<file path="config.mk">
export PLATFORM = sky130hd
export DESIGN_NAME = ctrl_issue_sequencer_flat
export DESIGN_NICKNAME = d
export VERILOG_FILES = /design/src/rtl/ctrl_seq_pkg.sv /design/src/rtl/ctrl_issue_sequencer_if.sv /design/src/rtl/ctrl_op_fifo.sv /design/src/rtl/ctrl_issue_sequencer.sv /design/src/flat_wrapper.sv
export SDC_FILE = /design/constraint.sdc
export NUM_CORES = 1
export LEC_CHECK = 0
export CORE_ASPECT_RATIO = 1.25
export CORE_MARGIN = 2
export CORE_UTILIZATION = 52
export DETAILED_ROUTE_END_ITERATION = 7
export GPL_ROUTABILITY_DRIVEN = 0
export GPL_TIMING_DRIVEN = 0
export PLACE_DENSITY = 0.81
export SYNTH_ARGS = -nofsm -noshare
export SYNTH_HDL_FRONTEND = slang
export SYNTH_HIERARCHICAL = 1
export SYNTH_SLANG_ARGS = --single-unit
</file>
<file path="constraint.sdc">
create_clock -name clk -period 6.8 [get_ports clk]
set_input_delay 1.02 -clock clk [delete_from_list [all_inputs] [get_ports clk]]
set_output_delay 1.02 -clock clk [all_outputs]
set_load 0.01 [all_outputs]
</file>
<file path="src/rtl/ctrl_seq_pkg.sv">
// Shared constants and types for the control-word issue sequencer.
package ctrl_seq_pkg;

  localparam int IW       = 7;
  localparam int CW       = 26;
  localparam int MARK_BIT = 23;
  localparam int BEAT_MSB = 6;
  localparam int BEAT_LSB = 5;

  typedef enum logic {
    IDLE  = 1'b0,
    ISSUE = 1'b1
  } seq_state_e;

  typedef logic [1:0] beat_t;

  // Opcode bits [6:5] carry the beat count minus one.
  function automatic beat_t beat_field(input logic [IW-1:0] op);
    return op[BEAT_MSB:BEAT_LSB];
  endfunction

endpackage

</file>
<file path="src/rtl/ctrl_issue_sequencer_if.sv">
// Opcode intake, decoder drive/return and control-word issue signals of the sequencer.
interface ctrl_issue_sequencer_if #(
  parameter int DEPTH = 4,
  parameter int IW    = ctrl_seq_pkg::IW,
  parameter int CW    = ctrl_seq_pkg::CW
);
  import ctrl_seq_pkg::*;

  logic                     flush;
  logic                     op_valid;
  logic                     op_ready;
  logic [IW-1:0]            op_data;
  logic [IW-1:0]            dec_opcode;
  logic [CW-1:0]            dec_word;
  logic                     cw_valid;
  logic                     cw_ready;
  logic [CW-1:0]            cw_data;
  beat_t                    cw_beat;
  logic                     cw_last;
  logic [$clog2(DEPTH):0]   fifo_count;
  logic                     mark_err;

  modport master (
    input  flush, op_valid, op_data, dec_word, cw_ready,
    output op_ready, dec_opcode, cw_valid, cw_data, cw_beat, cw_last, fifo_count, mark_err
  );

  modport slave (
    output flush, op_valid, op_data, dec_word, cw_ready,
    input  op_ready, dec_opcode, cw_valid, cw_data, cw_beat, cw_last, fifo_count, mark_err
  );

endinterface

</file>
<file path="src/rtl/ctrl_op_fifo.sv">
// Opcode FIFO: DEPTH x IW, synchronous flush, combinational head (zero when empty).
module ctrl_op_fifo #(
  parameter int DEPTH = 4,
  parameter int IW    = ctrl_seq_pkg::IW
) (
  input  logic                   clk,
  input  logic                   rst,
  input  logic                   flush,
  input  logic                   push,
  input  logic [IW-1:0]          push_data,
  input  logic                   pop,
  output logic [IW-1:0]          head,
  output logic                   full,
  output logic                   empty,
  output logic [$clog2(DEPTH):0] count
);
  import ctrl_seq_pkg::*;

  localparam int PW = $clog2(DEPTH);

  logic [IW-1:0] mem_q [DEPTH];
  logic [IW-1:0] mem_d [DEPTH];
  logic [PW-1:0] wr_ptr_q, wr_ptr_d;
  logic [PW-1:0] rd_ptr_q, rd_ptr_d;
  logic [PW:0]   count_q, count_d;
  logic          push_ok, pop_ok;

  // DEPTH is a power of two, so the count MSB alone marks full.
  assign full  = count_q[PW];
  assign empty = (count_q == '0);
  assign count = count_q;
  assign head  = empty ? '0 : mem_q[rd_ptr_q];

  always_comb begin
    push_ok  = push && !full;
    pop_ok   = pop && !empty;
    mem_d    = mem_q;
    wr_ptr_d = wr_ptr_q;
    rd_ptr_d = rd_ptr_q;
    count_d  = count_q;
    if (flush) begin
      wr_ptr_d = '0;
      rd_ptr_d = '0;
      count_d  = '0;
    end else begin
      if (push_ok) begin
        mem_d[wr_ptr_q] = push_data;
        wr_ptr_d        = wr_ptr_q + PW'(1);
      end
      if (pop_ok) begin
        rd_ptr_d = rd_ptr_q + PW'(1);
      end
      case ({push_ok, pop_ok})
        2'b10:   count_d = count_q + (PW+1)'(1);
        2'b01:   count_d = count_q - (PW+1)'(1);
        default: count_d = count_q;
      endcase
    end
  end

  always_ff @(posedge clk or posedge rst) begin
    if (rst) begin
      wr_ptr_q <= '0;
      rd_ptr_q <= '0;
      count_q  <= '0;
    end else begin
      wr_ptr_q <= wr_ptr_d;
      rd_ptr_q <= rd_ptr_d;
      count_q  <= count_d;
    end
  end

  // Storage carries no reset; validity is tracked by the pointers alone.
  always_ff @(posedge clk) begin
    mem_q <= mem_d;
  end

endmodule

</file>
<file path="src/rtl/ctrl_issue_sequencer.sv">
// Buffers opcodes, drives the external decoder and issues each control word for 1-4 beats.
// Optional FIFO bypass for a 1-cycle idle latency: define CTRL_SEQ_BYPASS_EN.
module ctrl_issue_sequencer #(
  parameter int DEPTH    = 4,
  parameter int IW       = ctrl_seq_pkg::IW,
  parameter int CW       = ctrl_seq_pkg::CW,
  parameter int MARK_BIT = ctrl_seq_pkg::MARK_BIT
) (
  input  logic                   clk,
  input  logic                   rst,
  ctrl_issue_sequencer_if.master bus
);
  import ctrl_seq_pkg::*;

  localparam int CNT_W = $clog2(DEPTH) + 1;

  logic [IW-1:0]    fifo_head;
  logic             fifo_full, fifo_empty;
  logic [CNT_W-1:0] fifo_cnt;

  logic             op_ready, op_acc, hs, slot_free, byp_sel;
  logic             load_fifo, load_byp, load, push, pop;
  logic [IW-1:0]    dec_op;
  beat_t            load_beats;

  seq_state_e       state_q, state_d;
  logic             cw_valid_q, cw_valid_d;
  logic             cw_last_q, cw_last_d;
  logic             mark_err_q, mark_err_d;
  logic [CW-1:0]    cw_data_q, cw_data_d;
  beat_t            cw_beat_q, cw_beat_d;
  beat_t            beats_left_q, beats_left_d;

  ctrl_op_fifo #(
    .DEPTH (DEPTH),
    .IW    (IW)
  ) u_fifo (
    .clk       (clk),
    .rst       (rst),
    .flush     (bus.flush),
    .push      (push),
    .push_data (bus.op_data),
    .pop       (pop),
    .head      (fifo_head),
    .full      (fifo_full),
    .empty     (fifo_empty),
    .count     (fifo_cnt)
  );

  // Intake is closed while reset is held and during a flush cycle.
  assign op_ready = !rst && !bus.flush && !fifo_full;

  always_comb begin
    op_acc    = bus.op_valid && op_ready;
    hs        = cw_valid_q && bus.cw_ready;
    slot_free = (state_q == IDLE) || (hs && cw_last_q);
`ifdef CTRL_SEQ_BYPASS_EN
    byp_sel   = slot_free && fifo_empty;
`else
    byp_sel   = 1'b0;
`endif
    dec_op     = byp_sel ? bus.op_data : fifo_head;
    load_fifo  = !bus.flush && slot_free && !fifo_empty;
    load_byp   = !bus.flush && byp_sel && op_acc;
    load       = load_fifo || load_byp;
    push       = op_acc && !load_byp;
    pop        = load_fifo;
    load_beats = beat_field(dec_op);
  end

  always_comb begin
    state_d      = state_q;
    cw_valid_d   = cw_valid_q;
    cw_data_d    = cw_data_q;
    cw_beat_d    = cw_beat_q;
    cw_last_d    = cw_last_q;
    beats_left_d = beats_left_q;
    mark_err_d   = mark_err_q;
    if (bus.flush) begin
      state_d    = IDLE;
      cw_valid_d = 1'b0;
      cw_beat_d  = '0;
      cw_last_d  = 1'b0;
    end else if (load) begin
      // Covers both the idle start and the bubble-free follow-on after a last beat.
      state_d      = ISSUE;
      cw_valid_d   = 1'b1;
      cw_data_d    = bus.dec_word;
      cw_beat_d    = '0;
      beats_left_d = load_beats;
      cw_last_d    = (load_beats == '0);
      mark_err_d   = mark_err_q || !bus.dec_word[MARK_BIT];
    end else if (hs && cw_last_q) begin
      state_d    = IDLE;
      cw_valid_d = 1'b0;
      cw_last_d  = 1'b0;
    end else if (hs) begin
      cw_beat_d = cw_beat_q + 2'd1;
      cw_last_d = ((cw_beat_q + 2'd1) == beats_left_q);
    end
  end

  always_ff @(posedge clk or posedge rst) begin
    if (rst) begin
      state_q      <= IDLE;
      cw_valid_q   <= 1'b0;
      cw_data_q    <= '0;
      cw_beat_q    <= '0;
      cw_last_q    <= 1'b0;
      beats_left_q <= '0;
      mark_err_q   <= 1'b0;
    end else begin
      state_q      <= state_d;
      cw_valid_q   <= cw_valid_d;
      cw_data_q    <= cw_data_d;
      cw_beat_q    <= cw_beat_d;
      cw_last_q    <= cw_last_d;
      beats_left_q <= beats_left_d;
      mark_err_q   <= mark_err_d;
    end
  end

  assign bus.op_ready   = op_ready;
  assign bus.dec_opcode = dec_op;
  assign bus.cw_valid   = cw_valid_q;
  assign bus.cw_data    = cw_data_q;
  assign bus.cw_beat    = cw_beat_q;
  assign bus.cw_last    = cw_last_q;
  assign bus.fifo_count = fifo_cnt;
  assign bus.mark_err   = mark_err_q;

endmodule

</file>
<file path="src/flat_wrapper.sv">
// flat-port wrapper written by rule: the top's interface ports become plain ports
module ctrl_issue_sequencer_flat import ctrl_seq_pkg::*;
#(
  parameter int DEPTH    = 4,
  parameter int IW       = ctrl_seq_pkg::IW,
  parameter int CW       = ctrl_seq_pkg::CW,
  parameter int MARK_BIT = ctrl_seq_pkg::MARK_BIT
)
  (clk, rst, bus_flush, bus_op_valid, bus_op_data, bus_dec_word, bus_cw_ready, bus_op_ready, bus_dec_opcode, bus_cw_valid, bus_cw_data, bus_cw_beat, bus_cw_last, bus_fifo_count, bus_mark_err);
  ctrl_issue_sequencer_if #(.DEPTH(DEPTH), .IW(IW), .CW(CW)) bus_i ();
  input  logic clk;
  input  logic rst;
  input wire logic [$bits(bus_i.flush)-1:0] bus_flush;
  input wire logic [$bits(bus_i.op_valid)-1:0] bus_op_valid;
  input wire logic [$bits(bus_i.op_data)-1:0] bus_op_data;
  input wire logic [$bits(bus_i.dec_word)-1:0] bus_dec_word;
  input wire logic [$bits(bus_i.cw_ready)-1:0] bus_cw_ready;
  output wire logic [$bits(bus_i.op_ready)-1:0] bus_op_ready;
  output wire logic [$bits(bus_i.dec_opcode)-1:0] bus_dec_opcode;
  output wire logic [$bits(bus_i.cw_valid)-1:0] bus_cw_valid;
  output wire logic [$bits(bus_i.cw_data)-1:0] bus_cw_data;
  output wire logic [$bits(bus_i.cw_beat)-1:0] bus_cw_beat;
  output wire logic [$bits(bus_i.cw_last)-1:0] bus_cw_last;
  output wire logic [$bits(bus_i.fifo_count)-1:0] bus_fifo_count;
  output wire logic [$bits(bus_i.mark_err)-1:0] bus_mark_err;
  assign bus_i.flush = bus_flush;
  assign bus_i.op_valid = bus_op_valid;
  assign bus_i.op_data = bus_op_data;
  assign bus_i.dec_word = bus_dec_word;
  assign bus_i.cw_ready = bus_cw_ready;
  assign bus_op_ready = bus_i.op_ready;
  assign bus_dec_opcode = bus_i.dec_opcode;
  assign bus_cw_valid = bus_i.cw_valid;
  assign bus_cw_data = bus_i.cw_data;
  assign bus_cw_beat = bus_i.cw_beat;
  assign bus_cw_last = bus_i.cw_last;
  assign bus_fifo_count = bus_i.fifo_count;
  assign bus_mark_err = bus_i.mark_err;
  ctrl_issue_sequencer #(.DEPTH(DEPTH), .IW(IW), .CW(CW), .MARK_BIT(MARK_BIT)) u_core (.clk(clk), .rst(rst), .bus(bus_i));
endmodule
</file>
## Yosys cells after proc, flatten, opt, wreduce, memory -nomap -nowiden

Index checks and enable logic that the tools add are counted.

- Add/sub/neg operators: 5
- Magnitude comparators: 3
- Equal/unequal tests: 4
- Mux-type cells: 24
- Bitwise logic cells: 4
- Reduce and logical (&&, ||, !) cells: 28

Operators with widths:

| operator | number |
|---|---|
| $bwmux 28 | 1 |
| $mux 7 | 4 |
| $mux 2 | 8 |
| $bmux 7 s2 | 1 |
| $demux 7 s2 | 1 |
| $logic_and 1x1->1 | 10 |
| $reduce_bool 3->1 | 3 |
| $mux 1 | 7 |
| $add 2x1->2 const B | 3 |
| $ge 3x3->1 const B | 2 |
| $not 2->3 | 2 |
| $pmux 3 s2 | 1 |
| $reduce_and 2->1 | 3 |
| $logic_not 1->1 | 5 |
| $reduce_bool 2->1 | 2 |
| $reduce_bool 4->1 | 1 |
| $add 3x1->3 const B | 1 |
| $logic_not 3->1 | 1 |
| $lt 3x1->1 const B | 1 |
| $mux 3 | 1 |
| $ne 3x3->1 const B | 1 |
| $sub 3x1->3 const B | 1 |
| $eq 2x1->1 const B | 1 |
| $eq 2x2->1 | 1 |
| 4 further kinds | 6 |

- Flip-flop bits (word level): 68
- Input bits: 38
- Output and inout bits: 42
- Logic and storage cells: 81

## Longest topological paths before layout

Gate-level depths: netlist of run 1.

- Depth in word-level cells: 9
- Gate-level depth with buffers: 13
- Depth with buffers taken out: 9

## Modules after synthesis

The synthesis of run 1 kept the hierarchy.

By module, submodules not included:

| module | times used | cells each | area an instance (µm²) | sequential area each (µm²) |
|---|---|---|---|---|
| ctrl_op_fifo | 1 | 107 | 1,626.6 | 1,016.0 |
| ctrl_issue_sequencer | 1 | 92 | 1,382.6 | 825.8 |

## Least setup slack after synthesis of run 1

No wires, ideal clock.

- Path kind: input port to flip-flop
- Start: input port bus_flush
- End: register u_core.u_fifo.count_q[1], in the netlist u_core/u_fifo/count[1]
- Setup time: 104 ps
- Data arrival time: 2,877 ps
- Required time: 6,696 ps
- Path slack: 3,819 ps
- Stages: 9
- Buffers on the path: 2
- Cell sequence: buf_2 -> nor3_1 -> and2_1 -> nor2b_1 -> buf_2 -> nor2_1 -> fa_1 -> o21ai_0 -> a221oi_1

- Word-level cells in the longest chain between the ends: 8
- Elaborated cells between the ends (all ways): 13
- Those cells by class: eq/ne (2); mux (2); reduce/logical (9)

Ends and longest elaborated chain:

| item | RTL line | text |
|---|---|---|
| start, declared | flat_wrapper.sv:13 | `input wire logic [$bits(bus_i.flush)-1:0] bus_flush;` |
| $logic_not 1->1 * | ctrl_issue_sequencer.sv:51 | `assign op_ready = !rst && !bus.flush && !fifo_full;` |
| $logic_and 1x1->1 * (2 in a row) | ctrl_issue_sequencer.sv:51 |  |
| via bus_op_ready | flat_wrapper.sv:18 | `output wire logic [$bits(bus_i.op_ready)-1:0] bus_op_ready;` |
| $logic_and 1x1->1 * | ctrl_issue_sequencer.sv:54 | `op_acc = bus.op_valid && op_ready;` |
| via u_core.op_acc | ctrl_issue_sequencer.sv:21 | `logic op_ready, op_acc, hs, slot_free, byp_sel;` |
| $logic_and 1x1->1 * | ctrl_op_fifo.sv:35 | `push_ok = push && !full;` |
| $eq 2x1->1 / $eq 2x2->1 (equally long branches) | ctrl_op_fifo.sv:53 | `case ({push_ok, pop_ok})` |
| $pmux 3 s2 | ctrl_op_fifo.sv:53 |  |
| $mux 3 | ctrl_op_fifo.sv:41 | `if (flush) begin` |
| end signal, assigned | ctrl_op_fifo.sv:69 | `count_q <= count_d;` |
| end, declared | ctrl_op_fifo.sv:25 | `logic [PW:0] count_q, count_d;` |

The timed path passes the listed nets; every way through them passes the cells marked *.
A chain may end at the register's enable or synchronous reset.

## Final worst setup path of run 1

- Start: input port rst
- End: output port bus_op_ready

- Word-level cells in the longest chain between the ends: 3

Ends and longest elaborated chain:

| item | RTL line | text |
|---|---|---|
| start, declared | flat_wrapper.sv:12 | `input logic rst;` |
| $logic_not 1->1 | ctrl_issue_sequencer.sv:51 |  |
| $logic_and 1x1->1 (2 in a row) | ctrl_issue_sequencer.sv:51 |  |
| end, declared | flat_wrapper.sv:18 |  |

No other way between the ends.

==> results of run 1 <==
-- power by group --
part | switching (W) | total, W | internal [W]
sequential | 0.0000290 | 0.000515 | 0.000486
combinational | 0.0000906 | 0.000260 | 0.000169
clock | 0.000149 | 0.000318 | 0.000169
-- per-stage QoR --
step	std cells	cell area [µm²]	hold slack (ps)
floorplan	199	3010	493
global placement	343	3870	439
detailed placement	343	3870	444
CTS	359	4070	460
global route	360	4090	475
finish	360	4090	459
-- path summary, 6_finish.rpt --
check                                                         from                                  to  slack [ps]
max in group asynchronous                                      rst  u_core/bus.cw_data[21]$_DFFE_PP0P_        5450
min in group asynchronous                                      rst  u_core/bus.cw_data[22]$_DFFE_PP0P_         950
worst max-delay path                                           rst                        bus_op_ready        3480
worst min register to register     u_core/bus.mark_err$_DFFE_PP0P_     u_core/bus.mark_err$_DFFE_PP0P_         460
worst max register to register  u_core/u_fifo/count[0]$_DFFE_PP0P_  u_core/u_fifo/count[1]$_DFFE_PP0P_        4010
worst min-delay path               u_core/bus.mark_err$_DFFE_PP0P_     u_core/bus.mark_err$_DFFE_PP0P_         460
-- area by class of cell --
cell class / instances / area (µm²) / area share [%]
plain buffers: 12 / 119 / 2.91
clock buffers: 10 / 128 / 3.12
clock inverters: 6 / 65.1 / 1.59
inverters: 9 / 33.8 / 0.827
multi-input cells: 110 / 1010 / 24.8
flip-flops and latches: 68 / 1840 / 45.1
well taps: 66 / 82.6 / 2.02
repair buffers: 79 / 801 / 19.6
-- routing by layer --
metal  GRT usage (%)  vias up
met3            6.54       11
met5               0        -
met2            30.3       67
li1                -      893
met1            22.9      926
met4            11.0        0
-- cell families after synthesis --
| logic type | Yosys count | synth area share, % |
|---|---|---|
| buffers and inverters | 21 | 5.07 |
| AOI/OAI and AO/OA | 19 | 4.41 |
| muxes | 36 | 16.3 |
| DFF | 68 | 61.2 |
| adders and majority gates | 5 | 2.33 |
| xor gates and xnor gates | 8 | 2.33 |
| and+or+nand+nor | 42 | 8.36 |
-- critical path: stages --
cell and delay, ps:
clkdlybuf4s50_1 450, nor3_1 250, clkdlybuf4s50_1 580
-- cells in the mapped netlist (3+ instances only) --
library cell / count / share of area [%]
inv_1: 9 / 1.1
ha_1: 4 / 1.7
a21oi_1: 3 / 0.50
dfrtp_1: 40 / 33
mux2_2: 26 / 9.7
nor2b_1: 5 / 1.0
edfxtp_1: 28 / 28
mux4_2: 7 / 5.2
buf_6: 4 / 1.5
xor2_1: 5 / 1.5
xnor2_1: 3 / 0.87
nor3_1: 4 / 0.67
clkbuf_8: 3 / 1.4
nor2_1: 10 / 1.2
and2_1: 5 / 1.0
and2_2: 7 / 1.7
o21ai_0: 6 / 1.0
buf_2: 3 / 0.50
-- flip-flops by register name (all words and copies together) (netlist names), 2 cells and up --
name                    flops
u_core/u_fifo/rd_ptr_q      2
u_core/u_fifo/mem_q        28
u_core/u_fifo/count         3
u_core/bus.cw_beat          2
u_core/bus.cw_data         26
u_core/beats_left_q         2
u_core/u_fifo/wr_ptr_q      2
-- cells in the final DEF, fill, tap and decap left out, types with 3 or more instances in the layout --
cell type | Yosys | layout
clkdlybuf4s50_1 | 0 | 78
dfrtp_1 | 40 | 40
edfxtp_1 | 28 | 28
mux2_2 | 26 | 26
clkbuf_8 | 3 | 12
nor2_1 | 10 | 10
inv_1 | 9 | 8
mux4_2 | 7 | 7
and2_2 | 7 | 7
o21ai_0 | 6 | 6
xor2_1 | 5 | 5
nor2b_1 | 5 | 5
and2_1 | 5 | 5
nor3_1 | 4 | 4
buf_6 | 4 | 4
ha_1 | 4 | 4
buf_2 | 3 | 3
xnor2_1 | 3 | 3
a21oi_1 | 3 | 3
==> flow_summary.toml, run 1 <==
[outcome]
outcome = "complete, no violations"

[routing]
detailed_route_wirelength_on_metal3_um = 301
wl_per_cell_um = 15.9
firstDrtPassIters = 4
wl_met1_mm = 2.26
route.vias.total = 1897
via_per_inst = 5.27
drt_first_iter_violations = 56
routed.top_layer = "met4"
drt_drc_violations_left = 0
detailroute.wirelength.met2_mm = 3.02
postRouteWirelength_mm = 5.73
antenna_left = 0

[layout]
layout-drive-gt1-share_pct = 24.8
finalCoreUtilization_pct = 71.6
fill_cells = 427
finalNetCount = 332
areaGrowthSynthToFinish_pct = 35.8
insertedDiodeCount = 0

[sta]
post_route_minimum_period_ps = 3320
rsz0062_at_grt = "no"
timing.setup.tns_ps = 0
final_hold_viol_count = 0
fin_ws_ps = 3480
clock_skew_ps = 9.44
timing_worst_slew_pin_value_ps = 381
timing.fmax_mhz = 301
timing_max_transition_violations_final = 0
max-slew-margin-rel_pct = 74.6
timing.final.crit_share_pct = 48.9
setup_viol = 0

[global_route]
grt_overflow_total = 0
grt_first_pass_wirelength_mm = 8.81
grt_pass1_vias = 1840
grt_antenna_before_repair = 0
largest_net_degree_at_the_start_of_global_routing = 34
gr-usage-all-layers_pct = 19.1

[pwr]
report.power.total_w = 0.00109
ir_worst_vdd_mv = 0.151
power.density_nw_per_um2 = 268
leak_pwr_nw = 1.59

[floorplanning]
starting_density_of_the_core_pct = 52.8
dieWidth_um = 72.0
floorplan.rows = 31
ioPinCount = 80
dieHeight_um = 89.1
design.core.area_um2 = 5700
dieArea_um2 = 6420

[hold_path]
min_path_type = "reg -> reg"
worst_hold_path.num_cells = 1

[clock_network]
post_cts_resized = 0
clock_tree.buffer_depth = 2
cts_root_buf = "clkbuf_8"
cts_tree = "built"
htree_num_levels = 3
setup_fix_buffers_added_after_clock_tree_synthesis = 0
clkLatencyLatePin_ps = 340
cts_hold_repair.buffers = 0
clkSlewWorstSetupHoldPaths_ps = 70
count_of_clock_tree_sinks = 68
number_of_buffers_added_by_the_clock_tree_synthesis_step = 9

[worst_setup_path]
worstSetupPathType = "in -> out"
worst-endpoint-arrival_ps = 2300
worstRegToRegCells = 12
endpoint_required_time_on_the_critical_path_ps = 5780
crit_path_max_fanout = 3
timing.critical_path.from_type = "input pin"
timing.critical_path.to_type = "primary output"

[logic_synthesis]
syn-cell-area_um2 = 3010
ys_warn_count = 6
asyncSetResetFlopFracSynth_pct = 58.8
synth.ff_latch_count = 68
synth-edff-count = 28
postSynthCellCount = 199
yosysSeqAreaShare_pct = 61.2
post_synth_num_cell_types = 40
syn_avg_cell_area_um2 = 15.1
synth.net_count = 242
synth_flop_cell = "dfrtp_1"

[job]
max_cap_violations = 0

[placed_design]
port_buffers = 78
detailedPlace.worstSlack_ps = 3380
post_dp_hpwl_mm = 4.12
Note: power is estimated with default switching activity, not from simulation.
==> run 2, diff against run 1 <==
--- a/config.mk
+++ b/config.mk
@@ -7,11 +7,11 @@
 export LEC_CHECK = 0
 export CORE_ASPECT_RATIO = 1.25
 export CORE_MARGIN = 2
-export CORE_UTILIZATION = 52
+export CORE_UTILIZATION = 48
 export DETAILED_ROUTE_END_ITERATION = 7
 export GPL_ROUTABILITY_DRIVEN = 0
 export GPL_TIMING_DRIVEN = 0
-export PLACE_DENSITY = 0.81
+export PLACE_DENSITY = 0.75
 export SYNTH_ARGS = -nofsm -noshare
 export SYNTH_HDL_FRONTEND = slang
 export SYNTH_HIERARCHICAL = 1
==> constraint.sdc (replaced) <==
create_clock -name clk -period 3.1 [get_ports clk]
set_input_delay 0.465 -clock clk [delete_from_list [all_inputs] [get_ports clk]]
set_output_delay 0.465 -clock clk [all_outputs]
set_load 0.01 [all_outputs]
==> run 2 against run 1 <==
Via count decreased by 2.0%. Core utilization decreased by 4.1 points. Die area increased by 7.9%. Final cell count increased by 5.3%. Non-clock buffer count unchanged. Register-to-register slack got worse by 3700 ps. Setup slack got worse by 3100 ps. Critical path type is now reg -> reg. Final area increased by 1.3%.
==> flow_summary.toml, run 2 (same netlist as run 1, synthesis figures left out) <==
[sta]
max-slew-margin-rel_pct = 54.6
timing_max_transition_violations_final = 0
setup_viol = 0
clock_skew_ps = 6.57
timing.setup.tns_ps = 0
timing.final.crit_share_pct = 89.1
timing_worst_slew_pin_value_ps = 677
rsz0062_at_grt = "no"
final_hold_viol_count = 0
timing.fmax_mhz = 362
post_route_minimum_period_ps = 2760

[layout]
finalNetCount = 332
largest_reg_flops = 28
most_frequent_standard_cell_in_the_layout_excluding_fill_and_tap_cells = "clkdlybuf4s50_1"
layout-drive-gt1-share_pct = 24.5
fill_cells = 451
finalNonFillerCells = 379
multi_input_area_um2 = 1010
ff_latch_area_um2 = 1840
max_flop_register = "u_core/u_fifo/mem_q"
insertedDiodeCount = 0
layout.cells.most_common_list = "clkdlybuf4s50_1, dfrtp_1, edfxtp_1"
areaGrowthSynthToFinish_pct = 37.5

[global_route]
grt_overflow_total = 0
globalRoute.busiestLayer = "met2"
met3_usage_pct = 5.44
grtUsageMet2_pct = 27.3
grt_pass1_vias = 1857
grt_first_pass_wirelength_mm = 8.49
met1_use_gr_pct = 19.6
largest_net_degree_at_the_start_of_global_routing = 34
gr-usage-all-layers_pct = 16.6
grt_antenna_before_repair = 0

[pwr]
leak_pwr_nw = 1.61
ir_worst_vdd_mv = 0.349
power.density_nw_per_um2 = 595

[floorplanning]
floorplan.rows = 32
dieArea_um2 = 6920
dieWidth_um = 74.8
design.core.area_um2 = 6130
ioPinCount = 80
starting_density_of_the_core_pct = 49.1
dieHeight_um = 92.5

[worst_setup_path]
worst_path_max_delay_cell = "fa_1"
crit_chain = "buf_6 -> or3_1 -> buf_6 -> inv_1 -> nor3_4 -> clkbuf_8 -> clkbuf_8 -> nand2_2 -> nor2_1 -> fa_1 -> o21ai_0 -> a221oi_1"
worst-r2r-setup-slack_ps = 340
crit_path_end = "u_core/u_fifo/count[1]$_DFFE_PP0P_"
worst_setup_sp = "u_core/u_fifo/count[0]$_DFFE_PP0P_"
worstRegToRegCells = 12
worstSetupPathType = "reg -> reg"
critPathBufInv = 5
worst-endpoint-arrival_ps = 3000
worstReg2RegStart = "u_core/u_fifo/count[0]$_DFFE_PP0P_"
critical_path_depth = 12
path_delay_family = "buffers and inverters"
slowest_delay_ps = 470
timing.critical_path.to_type = "flop"
endpoint_required_time_on_the_critical_path_ps = 3340
crit_path_max_fanout = 12
reg2reg_end = "u_core/u_fifo/count[1]$_DFFE_PP0P_"
timing.critical_path.from_type = "flop"

[clock_network]
clkLatencyLatePin_ps = 340
count_of_clock_tree_sinks = 68
htree_num_levels = 3
clkSlewWorstSetupHoldPaths_ps = 70
cts_root_buf = "clkbuf_8"
post_cts_resized = 0
setup_fix_buffers_added_after_clock_tree_synthesis = 0
cts_hold_repair.buffers = 0
clock_tree.buffer_depth = 2
number_of_buffers_added_by_the_clock_tree_synthesis_step = 9
cts_tree = "built"

[routing]
drt_first_iter_violations = 53
wl_per_cell_um = 14.0
via_per_inst = 4.91
antenna_left = 0
drt_drc_violations_left = 0
postRouteWirelength_mm = 5.31
firstDrtPassIters = 4
route.vias.total = 1860

[job]
max_cap_violations = 0

[hold_path]
min_path_type = "in -> reg"
worst_hold_path.num_cells = 2

[placed_design]
placed_cells = 362
post_dp_hpwl_mm = 3.74
port_buffers = 78

[outcome]
outcome = "complete, no violations"
## run 2: worst min path at each step
stage,slack [ps],startpoint,to
floorplan,270,rst,u_core/u_fifo/count[0]$_DFFE_PP0P_
global placement,440,u_core/bus.mark_err$_DFFE_PP0P_,u_core/bus.mark_err$_DFFE_PP0P_
detailed placement,450,u_core/bus.mark_err$_DFFE_PP0P_,u_core/bus.mark_err$_DFFE_PP0P_
CTS,420,bus_flush,u_core/bus.cw_valid$_DFFE_PP0P_
global route,440,bus_flush,u_core/bus.cw_valid$_DFFE_PP0P_
finish,430,bus_flush,u_core/bus.cw_valid$_DFFE_PP0P_
## run 2: area by class of cell
class / instances / area share (%)
clock buffer: 9 / 2.99
timing repair buffer: 79 / 19.5
clock inverter: 7 / 2.18
tap: 85 / 2.57
inverter: 9 / 0.816
multi-input combinational: 110 / 24.5
buffer: 12 / 2.87
sequential: 68 / 44.5
## run 2: through the flow
step / area [µm²] / hold slack, ps / worst slack (ps) / utilization, % / power (W)
final: 4140 / 428 / 338 / 67.5 / 0.00246
after global routing: 4140 / 444 / 133 / 67.5 / 0.00258
after CTS: 4110 / 417 / 328 / 67.1 / 0.00248
after detailed placement: 3900 / 445 / 310 / 63.6 / 0.00171
after global placement: 3900 / 439 / 322 / 63.6 / 0.00170
after floorplan: 3010 / 268 / 503 / - / 0.00138
## run 2: metal layers
layer,up-vias,part of all wire [%]
met5,-,0
met4,0,1.5
met3,8,5.9
met2,63,52
met1,892,41
li1,897,-
## run 2: report_power, final
part / internal, W / leakage (nW) / switching [W]
clock network: 0.000450 / 0.109 / 0.000322
registers: 0.00107 / 0.751 / 0.0000595
logic: 0.000372 / 0.748 / 0.000191
total: 0.00189 / 1.61 / 0.000573
